--- src/rtl/alu_pkg.sv ---
// Shared ALU definitions: width defaults, opcode encoding, divider FSM states.
package alu_pkg;

  localparam int unsigned XLEN_DEF     = 32;
  localparam int unsigned RS_WIDTH_DEF = 2;
  localparam int unsigned OP_WIDTH_DEF = 5;

  localparam int unsigned ALU_ADD    = 0;
  localparam int unsigned ALU_SUB    = 1;
  localparam int unsigned ALU_AND    = 2;
  localparam int unsigned ALU_OR     = 3;
  localparam int unsigned ALU_XOR    = 4;
  localparam int unsigned ALU_SLL    = 5;
  localparam int unsigned ALU_SRL    = 6;
  localparam int unsigned ALU_SRA    = 7;
  localparam int unsigned ALU_SLT    = 8;
  localparam int unsigned ALU_SLTU   = 9;
  localparam int unsigned ALU_BEQ    = 10;
  localparam int unsigned ALU_BGE    = 11;
  localparam int unsigned ALU_BGEU   = 12;
  localparam int unsigned ALU_BNE    = 13;
  localparam int unsigned ALU_MUL    = 16;
  localparam int unsigned ALU_MULH   = 17;
  localparam int unsigned ALU_MULHSU = 18;
  localparam int unsigned ALU_MULHU  = 19;
  localparam int unsigned ALU_DIV    = 20;
  localparam int unsigned ALU_DIVU   = 21;
  localparam int unsigned ALU_REM    = 22;
  localparam int unsigned ALU_REMU   = 23;

  typedef enum logic [1:0] {
    DIV_IDLE,
    DIV_RUN,
    DIV_DONE
  } div_state_e;

endpackage

--- src/rtl/alu_exec_unit_if.sv ---
// Issue-side and writeback-side handshake bundle of the execution unit.
interface alu_exec_unit_if
  import alu_pkg::*;
#(
  parameter int unsigned XLEN     = XLEN_DEF,
  parameter int unsigned RS_WIDTH = RS_WIDTH_DEF,
  parameter int unsigned OP_WIDTH = OP_WIDTH_DEF
);
  logic                in_valid;
  logic                in_ready;
  logic [XLEN-1:0]     a;
  logic [XLEN-1:0]     b;
  logic [OP_WIDTH-1:0] alu_op;
  logic [RS_WIDTH-1:0] in_tag;
  logic                out_valid;
  logic                out_ready;
  logic [RS_WIDTH-1:0] out_tag;
  logic [XLEN-1:0]     out_result;

  // RS issue / writeback arbiter side
  modport master (
    output in_valid, a, b, alu_op, in_tag, out_ready,
    input  in_ready, out_valid, out_tag, out_result
  );

  // Execution unit side
  modport slave (
    input  in_valid, a, b, alu_op, in_tag, out_ready,
    output in_ready, out_valid, out_tag, out_result
  );
endinterface

--- src/rtl/alu_divider.sv ---
// Restoring divider, one quotient bit per cycle. Present only when RV32M_EN is defined.
`ifdef RV32M_EN
module alu_divider
  import alu_pkg::*;
#(
  parameter int unsigned XLEN = XLEN_DEF
) (
  input  logic            clk_i,
  input  logic            rst_i,
  input  logic            en_i,
  input  logic            start_i,
  input  logic            abort_i,
  input  logic [XLEN-1:0] a_i,
  input  logic [XLEN-1:0] b_i,
  input  logic            signed_i,
  input  logic            rem_i,
  input  logic            ack_i,
  output logic            busy_o,
  output logic            done_o,
  output logic [XLEN-1:0] result_o
);
  localparam int unsigned CW = $clog2(XLEN + 1);
  localparam logic [XLEN-1:0] MIN_VAL = {1'b1, {(XLEN-1){1'b0}}};

  div_state_e      state_q, state_d;
  logic [CW-1:0]   cnt_q, cnt_d;
  logic [XLEN-1:0] rem_q, rem_d, quo_q, quo_d, dvs_q, dvs_d;
  logic            qneg_q, qneg_d, rneg_q, rneg_d, sel_rem_q, sel_rem_d;

  logic            a_neg, b_neg;
  logic [XLEN-1:0] a_mag, b_mag, quo_res, rem_res;
  logic [XLEN:0]   r_shift, diff;

  assign a_neg   = signed_i & a_i[XLEN-1];
  assign b_neg   = signed_i & b_i[XLEN-1];
  assign a_mag   = a_neg ? -a_i : a_i;
  assign b_mag   = b_neg ? -b_i : b_i;
  assign r_shift = {rem_q, quo_q[XLEN-1]};
  assign diff    = r_shift - {1'b0, dvs_q};

  // State register; frozen when the unit is globally disabled, reset always wins
  always_ff @(posedge clk_i) begin
    if (rst_i) begin
      state_q   <= DIV_IDLE;
      cnt_q     <= '0;
      rem_q     <= '0;
      quo_q     <= '0;
      dvs_q     <= '0;
      qneg_q    <= 1'b0;
      rneg_q    <= 1'b0;
      sel_rem_q <= 1'b0;
    end else if (en_i) begin
      state_q   <= state_d;
      cnt_q     <= cnt_d;
      rem_q     <= rem_d;
      quo_q     <= quo_d;
      dvs_q     <= dvs_d;
      qneg_q    <= qneg_d;
      rneg_q    <= rneg_d;
      sel_rem_q <= sel_rem_d;
    end
  end

  // Next state: special cases jump straight to DONE, others iterate XLEN steps
  always_comb begin
    state_d   = state_q;
    cnt_d     = cnt_q;
    rem_d     = rem_q;
    quo_d     = quo_q;
    dvs_d     = dvs_q;
    qneg_d    = qneg_q;
    rneg_d    = rneg_q;
    sel_rem_d = sel_rem_q;
    case (state_q)
      DIV_IDLE: begin
        if (start_i) begin
          sel_rem_d = rem_i;
          qneg_d    = 1'b0;
          rneg_d    = 1'b0;
          if (b_i == '0) begin
            quo_d   = '1;
            rem_d   = a_i;
            state_d = DIV_DONE;
          end else if (signed_i && (a_i == MIN_VAL) && (b_i == '1)) begin
            quo_d   = MIN_VAL;
            rem_d   = '0;
            state_d = DIV_DONE;
          end else begin
            quo_d   = a_mag;
            rem_d   = '0;
            dvs_d   = b_mag;
            qneg_d  = a_neg ^ b_neg;
            rneg_d  = a_neg;
            cnt_d   = CW'(XLEN);
            state_d = DIV_RUN;
          end
        end
      end
      DIV_RUN: begin
        if (diff[XLEN]) begin
          rem_d = r_shift[XLEN-1:0];
          quo_d = {quo_q[XLEN-2:0], 1'b0};
        end else begin
          rem_d = diff[XLEN-1:0];
          quo_d = {quo_q[XLEN-2:0], 1'b1};
        end
        cnt_d = cnt_q - CW'(1);
        if (cnt_q == CW'(1)) state_d = DIV_DONE;
      end
      DIV_DONE: begin
        if (ack_i) state_d = DIV_IDLE;
      end
      default: state_d = DIV_IDLE;
    endcase
    if (abort_i) state_d = DIV_IDLE;
  end

  assign quo_res  = qneg_q ? -quo_q : quo_q;
  assign rem_res  = rneg_q ? -rem_q : rem_q;
  assign result_o = sel_rem_q ? rem_res : quo_res;
  assign busy_o   = (state_q != DIV_IDLE);
  assign done_o   = (state_q == DIV_DONE);

endmodule
`endif

--- src/rtl/alu_exec_unit.sv ---
// Pipelined ALU execution unit with valid/ready on both sides and a held result register.
// Optional RV32M multiply/divide enabled by defining RV32M_EN.
module alu_exec_unit
  import alu_pkg::*;
#(
  parameter int unsigned XLEN     = XLEN_DEF,
  parameter int unsigned RS_WIDTH = RS_WIDTH_DEF,
  parameter int unsigned OP_WIDTH = OP_WIDTH_DEF
) (
  input logic            clk_in,
  input logic            rst_in,
  input logic            rdy_in,
  input logic            clear,
  alu_exec_unit_if.slave bus
);
  localparam int unsigned SHW = $clog2(XLEN);

  logic                in_ready, accept, single_acc, is_div, div_busy;
  logic [XLEN-1:0]     alu_res;
  logic [SHW-1:0]      shamt;
  logic                out_valid_q, out_valid_d;
  logic [RS_WIDTH-1:0] out_tag_q, out_tag_d;
  logic [XLEN-1:0]     out_result_q, out_result_d;

  // out_ready -> in_ready is a deliberate combinational path
  assign in_ready   = rdy_in & ~clear & ~div_busy & (~out_valid_q | bus.out_ready);
  assign accept     = bus.in_valid & in_ready;
  assign single_acc = accept & ~is_div;
  assign shamt      = bus.b[SHW-1:0];

`ifdef RV32M_EN
  logic                div_start, div_done, div_ack, div_signed, div_rem;
  logic [XLEN-1:0]     div_result, mul_lo, mulh_ss, mulh_su, mulh_uu;
  logic [2*XLEN-1:0]   a_sx, a_zx, b_sx, b_zx;
  logic [RS_WIDTH-1:0] div_tag_q, div_tag_d;

  assign a_sx    = {{XLEN{bus.a[XLEN-1]}}, bus.a};
  assign a_zx    = {{XLEN{1'b0}}, bus.a};
  assign b_sx    = {{XLEN{bus.b[XLEN-1]}}, bus.b};
  assign b_zx    = {{XLEN{1'b0}}, bus.b};
  assign mul_lo  = bus.a * bus.b;
  assign mulh_ss = XLEN'((a_sx * b_sx) >> XLEN);
  assign mulh_su = XLEN'((a_sx * b_zx) >> XLEN);
  assign mulh_uu = XLEN'((a_zx * b_zx) >> XLEN);

  assign div_start = accept & is_div;
  assign div_ack   = rdy_in & ~clear & div_done & (~out_valid_q | bus.out_ready);

  alu_divider #(.XLEN(XLEN)) u_div (
    .clk_i    (clk_in),
    .rst_i    (rst_in),
    .en_i     (rdy_in),
    .start_i  (div_start),
    .abort_i  (clear),
    .a_i      (bus.a),
    .b_i      (bus.b),
    .signed_i (div_signed),
    .rem_i    (div_rem),
    .ack_i    (div_ack),
    .busy_o   (div_busy),
    .done_o   (div_done),
    .result_o (div_result)
  );

  // Tag of the divide in flight, captured at accept
  always_ff @(posedge clk_in) begin
    if (rst_in) div_tag_q <= '0;
    else        div_tag_q <= div_tag_d;
  end

  always_comb begin
    div_tag_d = div_tag_q;
    if (div_start) div_tag_d = bus.in_tag;
  end
`else
  assign div_busy = 1'b0;
`endif

  // Single-cycle result decode; undefined opcodes yield zero
  always_comb begin
    alu_res = '0;
    is_div  = 1'b0;
`ifdef RV32M_EN
    div_signed = 1'b0;
    div_rem    = 1'b0;
`endif
    case (bus.alu_op)
      OP_WIDTH'(ALU_ADD):  alu_res = bus.a + bus.b;
      OP_WIDTH'(ALU_SUB):  alu_res = bus.a - bus.b;
      OP_WIDTH'(ALU_AND):  alu_res = bus.a & bus.b;
      OP_WIDTH'(ALU_OR):   alu_res = bus.a | bus.b;
      OP_WIDTH'(ALU_XOR):  alu_res = bus.a ^ bus.b;
      OP_WIDTH'(ALU_SLL):  alu_res = bus.a << shamt;
      OP_WIDTH'(ALU_SRL):  alu_res = bus.a >> shamt;
      OP_WIDTH'(ALU_SRA):  alu_res = XLEN'($signed(bus.a) >>> shamt);
      OP_WIDTH'(ALU_SLT):  alu_res = XLEN'($signed(bus.a) < $signed(bus.b));
      OP_WIDTH'(ALU_SLTU): alu_res = XLEN'(bus.a < bus.b);
      OP_WIDTH'(ALU_BEQ):  alu_res = XLEN'(bus.a == bus.b);
      OP_WIDTH'(ALU_BGE):  alu_res = XLEN'($signed(bus.a) >= $signed(bus.b));
      OP_WIDTH'(ALU_BGEU): alu_res = XLEN'(bus.a >= bus.b);
      OP_WIDTH'(ALU_BNE):  alu_res = XLEN'(bus.a != bus.b);
`ifdef RV32M_EN
      OP_WIDTH'(ALU_MUL):    alu_res = mul_lo;
      OP_WIDTH'(ALU_MULH):   alu_res = mulh_ss;
      OP_WIDTH'(ALU_MULHSU): alu_res = mulh_su;
      OP_WIDTH'(ALU_MULHU):  alu_res = mulh_uu;
      OP_WIDTH'(ALU_DIV):  begin is_div = 1'b1; div_signed = 1'b1; end
      OP_WIDTH'(ALU_DIVU): begin is_div = 1'b1; end
      OP_WIDTH'(ALU_REM):  begin is_div = 1'b1; div_signed = 1'b1; div_rem = 1'b1; end
      OP_WIDTH'(ALU_REMU): begin is_div = 1'b1; div_rem = 1'b1; end
`endif
      default: alu_res = '0;
    endcase
  end

  // Output holding register state
  always_ff @(posedge clk_in) begin
    if (rst_in) begin
      out_valid_q  <= 1'b0;
      out_tag_q    <= '0;
      out_result_q <= '0;
    end else begin
      out_valid_q  <= out_valid_d;
      out_tag_q    <= out_tag_d;
      out_result_q <= out_result_d;
    end
  end

  // Output register next state: flush, load, drain; everything holds while rdy_in is low
  always_comb begin
    out_valid_d  = out_valid_q;
    out_tag_d    = out_tag_q;
    out_result_d = out_result_q;
    if (rdy_in) begin
      if (clear) begin
        out_valid_d = 1'b0;
      end else if (single_acc) begin
        out_valid_d  = 1'b1;
        out_tag_d    = bus.in_tag;
        out_result_d = alu_res;
`ifdef RV32M_EN
      end else if (div_ack) begin
        out_valid_d  = 1'b1;
        out_tag_d    = div_tag_q;
        out_result_d = div_result;
`endif
      end else if (bus.out_ready) begin
        out_valid_d = 1'b0;
      end
    end
  end

  assign bus.in_ready   = in_ready;
  assign bus.out_valid  = out_valid_q;
  assign bus.out_tag    = out_tag_q;
  assign bus.out_result = out_result_q;

endmodule

--- src/flat_wrapper.sv ---
// flat-port wrapper written by rule: the top's interface ports become plain ports
module alu_exec_unit_flat import alu_pkg::*;
#(
  parameter int unsigned XLEN     = XLEN_DEF,
  parameter int unsigned RS_WIDTH = RS_WIDTH_DEF,
  parameter int unsigned OP_WIDTH = OP_WIDTH_DEF
)
  (clk_in, rst_in, rdy_in, clear, bus_in_valid, bus_a, bus_b, bus_alu_op, bus_in_tag, bus_out_ready, bus_in_ready, bus_out_valid, bus_out_tag, bus_out_result);
  alu_exec_unit_if #(.XLEN(XLEN), .RS_WIDTH(RS_WIDTH), .OP_WIDTH(OP_WIDTH)) bus_i ();
  input logic clk_in;
  input logic rst_in;
  input logic rdy_in;
  input logic clear;
  input wire logic [$bits(bus_i.in_valid)-1:0] bus_in_valid;
  input wire logic [$bits(bus_i.a)-1:0] bus_a;
  input wire logic [$bits(bus_i.b)-1:0] bus_b;
  input wire logic [$bits(bus_i.alu_op)-1:0] bus_alu_op;
  input wire logic [$bits(bus_i.in_tag)-1:0] bus_in_tag;
  input wire logic [$bits(bus_i.out_ready)-1:0] bus_out_ready;
  output wire logic [$bits(bus_i.in_ready)-1:0] bus_in_ready;
  output wire logic [$bits(bus_i.out_valid)-1:0] bus_out_valid;
  output wire logic [$bits(bus_i.out_tag)-1:0] bus_out_tag;
  output wire logic [$bits(bus_i.out_result)-1:0] bus_out_result;
  assign bus_i.in_valid = bus_in_valid;
  assign bus_i.a = bus_a;
  assign bus_i.b = bus_b;
  assign bus_i.alu_op = bus_alu_op;
  assign bus_i.in_tag = bus_in_tag;
  assign bus_i.out_ready = bus_out_ready;
  assign bus_in_ready = bus_i.in_ready;
  assign bus_out_valid = bus_i.out_valid;
  assign bus_out_tag = bus_i.out_tag;
  assign bus_out_result = bus_i.out_result;
  alu_exec_unit #(.XLEN(XLEN), .RS_WIDTH(RS_WIDTH), .OP_WIDTH(OP_WIDTH)) u_core (.clk_in(clk_in), .rst_in(rst_in), .rdy_in(rdy_in), .clear(clear), .bus(bus_i));
endmodule
--- config.mk ---
export PLATFORM = sky130hd
export DESIGN_NAME = alu_exec_unit_flat
export DESIGN_NICKNAME = d
export VERILOG_FILES = /design/src/rtl/alu_pkg.sv /design/src/rtl/alu_exec_unit_if.sv /design/src/rtl/alu_divider.sv /design/src/rtl/alu_exec_unit.sv /design/src/flat_wrapper.sv
export SDC_FILE = /design/constraint.sdc
export NUM_CORES = 1
export LEC_CHECK = 0
export CAP_MARGIN = 20
export CORE_MARGIN = 2
export CORE_UTILIZATION = 48
export DETAILED_ROUTE_END_ITERATION = 16
export GPL_TIMING_DRIVEN = 0
export PLACE_DENSITY_LB_ADDON = 0.15
export SYNTH_ARGS = -nofsm -noshare
export SYNTH_HDL_FRONTEND = slang
export SYNTH_SLANG_ARGS = --single-unit
--- constraint.sdc ---
create_clock -name clk_in -period 10.3 [get_ports clk_in]
set_input_delay 1.545 -clock clk_in [delete_from_list [all_inputs] [get_ports clk_in]]
set_output_delay 1.545 -clock clk_in [all_outputs]
set_load 0.005 [all_outputs]
## Word level (Yosys, flattened, before mapping)

Cells that the tools add are included.

- Multipliers: 0
- Multiplexer cells: 4
- Shifts and indexed selects: 3
- Div/mod/pow operators: 0
- Reduce and logical (&&, ||, !) cells: 4
- Eq/ne operators: 15
- $add $sub $neg: 2
- Order comparisons: 4
- Bitwise gates (word level): 9

Operator list:

| kind | count |
|---|---|
| 32-bit case mux with 14 select lines | 1 |
| 32-bit greater-or-equal comparator | 2 |
| 32-bit < comparator | 2 |
| 32-bit adder | 1 |
| 32-bit AND | 1 |
| 32-bit == test | 1 |
| 32-bit inequality test | 1 |
| 32-bit bitwise OR | 1 |
| 32-bit by 5-bit left shift with 32-bit output | 1 |
| 32-bit by 5-bit >> shifter with 32-bit output | 1 |
| 32-bit by 5-bit >>> shifter with 32-bit output | 1 |
| 32-bit subtractor | 1 |
| 32-bit XOR | 1 |
| 5-bit by 4-bit == test with 1-bit output, second input constant | 6 |
| 5-bit by 3-bit == test with 1-bit output, second input constant | 4 |
| 5-bit by 2-bit == test with 1-bit output, second input constant | 2 |
| 5-bit by 1-bit == test with 1-bit output, second input constant | 1 |
| 5-bit logical NOT | 1 |
| 1-bit AND | 3 |
| 1-bit two-way mux | 3 |
| 3-bit AND reduction | 1 |
| 3-bit nonzero test | 1 |
| 1-bit inverter | 2 |
| 2-bit AND reduction | 1 |
| 1-bit bitwise OR | 1 |

- Logic and storage cells: 44
- Bits in registers: 35
- Bits in writable memories: 0
- Latch bits: 0
- ROM bits: 0
- Output and inout port bits: 36
- Memories: 0

## Logic depth before layout (Yosys ltp)

Gate-level depths: netlist of run 1.

- Depth in word-level cells: 6
- Gate-level depth with buffers: 15

## Worst setup path after synthesis of run 1

OpenSTA, ideal clock, no wires.

- Path type: input port to flip-flop
- Start point: in bus_b[2]
- End point: reg u_core.out_result_q[31] (netlist: u_core.bus.out_result[31])
- Cell stages on the path: 15
- Data required time: 10.180 ns
- Path slack: 5.411 ns
- Data arrival time: 4.769 ns
- Setup time: 0.120 ns
- Buffers on the path: 4
- Cell sequence: inv_1 -> buf_2 -> buf_2 -> buf_1 -> ha_1 -> buf_2 -> o211ai_1 -> o21ai_1 -> o211ai_1 -> nand3_1 -> a2111oi_2 -> o21bai_1 -> a211oi_1 -> o22ai_1 -> a211o_1

- Cells in the longest elaborated chain, start to end: 2
- Elaborated cells on any way between the ends: 6

RTL lines:

| what | RTL line | text |
|---|---|---|
| from (decl) | flat_wrapper.sv:16 | `input wire logic [$bits(bus_i.b)-1:0] bus_b;` |
| 32-bit subtractor (tied with other cells) | alu_exec_unit.sv:89 | `OP_WIDTH'(ALU_SUB): alu_res = bus.a - bus.b;` |
| 32-bit case mux with 14 select lines * | alu_exec_unit.sv:87 | `case (bus.alu_op)` |
| to (signal assigned) | alu_exec_unit.sv:125 | `out_result_q <= out_result_d;` |
| to (decl) | alu_exec_unit.sv:23 | `logic [XLEN-1:0] out_result_q, out_result_d;` |

Mark *: on every way between the ends. The rest lies on a longest branch, timed or not.
A chain may end at the register's enable or synchronous reset.

## Worst setup path after layout of run 1

- Start point: in bus_b[3]
- End point: reg u_core.out_result_q[30] (netlist: u_core.bus.out_result[30])

The elaborated chain is that of the path after synthesis.

==> results.ini, run 1 <==
[pwr]
switching_share = 0.477
p_leak_nw = 4.71
internal-power_mw = 0.483
power.clock.fraction = 0.224
switchingPower_mw = 0.441
seqPwrFrac = 0.150
pwr-share-comb = 0.627
cellPowerDensity_nw_per_um2 = 77.3
vdd_drop_max_mv = 0.0790

[timing]
finalSetupTns_ps = 0
hold_violations = 0
clock_skew_ps = 10.5
setup_viol = 0
period_share = 0.667
max_freq_mhz = 145
fin_hold_ws_ps = 457
slew_headroom = 0.139
grt_setup_unrepaired = false
min_period_ps = 6870
tightestPinTransition_ps = 1280
maxSlewViolCount = 0

[critical_path]
crit_chain = clkdlybuf4s50_1, clkbuf_1, inv_1, clkbuf_1, buf_1, ha_1, nor2_1, a2111oi_2, o31ai_1, a31oi_1, o21ai_0, a21oi_1, o211ai_1, and3_1, o41a_1
timing.rr.start = u_core.bus.out_valid$_SDFFE_PP0P_
cp.depth = 15
r2r_slack_ps = 7430
max_stage_delay_ps = 570
critPathArrivalTime_ps = 7060
crit_top_cell = clkbuf_1
path_max_fanout = 11
critPathLaunchType = primary input
cp-startpoint = bus_b[3]
cp-end-kind = flip-flop
cpLargestDelayFamily = compound AO/OA/AOI/OAI gates
crit_required_ps = 10490
cp_num_buf_inv = 5
cpMaxStageDelayCell = ha_1
worst_r2r_path_depth = 8
critPathKind = primary input to flip-flop

[floorplan]
die_x_um = 150
io_pins = 113
die_area_um2 = 22600
rows = 53
core_um2 = 21000
fp.dieH_um = 150
start_util = 0.489

[clock_network]
numCtsBuffers = 5
cts_tree = yes
cts-root-buf = clkbuf_16
cts_hold_buf = 0
clk_pin_slew_ps = 70
h-tree-depth = 2
post_cts_buffers = 0
clk_path_buf_depth = 2
cts.repair.resized = 0
cts_sinks = 35
clk_latency_ps = 310

[routing]
post-route-drc-count = 0
drt-total-wl_um = 53800
post_drt_via_cell_ratio = 7.27
wl_per_cell_um = 29.5
first_pass_iters = 8
drt_iter0_drc = 2092
antenna_left = 0
vias = 13254

[grt]
grt_pass1_wl_um = 77600
grt_start_max_net_pins = 13
grt_antenna_before_repair = 1
grt_overflow = 0
grt_pass1_vias = 11932
grt_use_total = 0.467

[layout]
nets = 1724
final_common_cell = nor2_1
layout_common_cells = nor2_1 (170), a21oi_1 (137), nand2_1 (122), clkdlybuf4s50_1 (112), o21ai_0 (104)
fillers = 2034
area_growth_syn_to_layout_pct = 16.3
drive_gt1_frac = 0.0840
fin_util = 0.569

[logic_synthesis]
seq_area_frac_synth = 0.0682
synth_area_um2 = 10300
yosys-top-cells-area = mux4_2 (15%), ha_1 (12%), dfxtp_1 (6.8%)
avgSynthCellArea_um2 = 7.22
yosysTopAreaCell = mux4_2
yosys.area.top_type_share = 0.147
syn_inst = 1424
async_reset_ff_frac = 0
synthDistinctLibCells = 85
synth_seq_cells = 35
syn-num-nets = 1602
ys.warnings.count = 0
synth_edf_count = 0
synth_ff_type = dfxtp_1

[hold_path]
hp-class = flip-flop to flip-flop
hold_start = u_core.bus.out_tag[0]$_SDFFE_PP0P_
hold_depth = 2

[status]
status = finished clean

[placement]
portBuffers = 112
dp_hpwl_um = 43000
gp_congestion = 1.11

[run]
drv_cap = 0

-- flip-flops by register name, summed over array words and instances, names as in the netlist --
signal / count
u_core.bus.out_result: 32
u_core.bus.out_tag: 2
u_core.bus.out_valid: 1
-- power groups by stage --
| stage | Combinational [mW] | Clock, mW | Sequential (mW) |
|---|---|---|---|
| floorplan | 0.342 | 0 | 0.141 |
| global placement | 0.544 | 0 | 0.141 |
| detailed placement | 0.546 | 0 | 0.141 |
| CTS | 0.550 | 0.204 | 0.138 |
| global route | 0.603 | 0.210 | 0.138 |
| finish | 0.579 | 0.207 | 0.138 |
-- cells in the mapped netlist, types with 12 or more instances --
master,instances
a211oi_1,19
a21o_1,19
a21oi_1,137
a221oi_1,17
a31oi_1,18
buf_1,15
buf_2,16
clkbuf_1,69
dfxtp_1,35
ha_1,99
inv_1,99
mux2i_1,27
mux4_2,67
nand2_1,122
nand2b_1,15
nand3_1,34
nand4_1,14
nor2_1,170
nor2b_1,12
nor3_1,35
o211ai_1,32
o21ai_0,104
o21bai_1,14
o22ai_1,12
or3_1,17
xnor2_1,16
-- layout make-up --
class / instances / area [um2] / share of cell area
diodes: 1 / 2.50 / 0.000209
plain buffers: 109 / 490 / 0.0410
clock buffers: 6 / 129 / 0.0108
clock inverters: 2 / 60.1 / 0.00502
inverters: 100 / 375 / 0.0314
multi-input cells: 1180 / 8710 / 0.729
flip-flops and latches: 35 / 701 / 0.0586
well taps: 275 / 344 / 0.0288
repair buffers: 115 / 1140 / 0.0954
-- worst min-delay path: cells and delay by family, from the launching register on --
| kind | cells | cell delay [ps] |
|---|---|---|
| simple gates | 1 | 50 |
| compound gates | 1 | 50 |
| flops | 1 | 310 |
-- final timing paths --
check,end
max reg2reg,u_core.bus.out_result[29]$_SDFFE_PP0P_
min reg2reg,u_core.bus.out_tag[0]$_SDFFE_PP0P_
max,u_core.bus.out_result[30]$_SDFFE_PP0P_
min,u_core.bus.out_tag[0]$_SDFFE_PP0P_
-- kinds of logic (layout without fill, tap and decap cells) --
family / Yosys count / count (layout) / share of synthesized area
fa+ha+maj: 101 / 101 / 0.124
simple gates: 473 / 473 / 0.215
mux: 98 / 98 / 0.177
compound gates: 489 / 489 / 0.315
flops: 35 / 35 / 0.0682
other cells: 0 / 1 / 0
xor+xnor: 19 / 19 / 0.0162
buf+inv: 209 / 332 / 0.0842
-- layer usage --
| layer | wire length, um | track usage |
|---|---|---|
| met2 | 22400 | 0.697 |
| met5 | 0 | 0 |
| met4 | 2890 | 0.175 |
| met1 | 20600 | 0.642 |
| met3 | 7970 | 0.126 |
-- metrics by stage --
stage	area, um2	worst slack [ps]	instances	total power, mW
after CTS	12000	3710	1821	0.891
after floorplan	10300	5410	1424	0.484
final	12000	3430	1823	0.924
after global placement	11700	3450	1811	0.685
after global routing	12000	3330	1822	0.951
after detailed placement	11800	3390	1813	0.688
No activity file was read; power rests on OpenSTA's default activity.
==> run 2: changes to the inputs <==
clock period = 6.85 ns   (was 10.3 ns; I/O delays follow)
==> results of run 2 <==
The final DEF is identical to that of run 1. Status: finished clean.
Among the figures that moved: setup slack after placement 3390 ps -> 462 ps; setup slack after layout 3430 ps -> 493 ps; register-to-register setup slack 7430 ps -> 3980 ps; total power 0.924 mW -> 1.39 mW; worst IR drop on VDD 0.0790 mV -> 0.119 mV
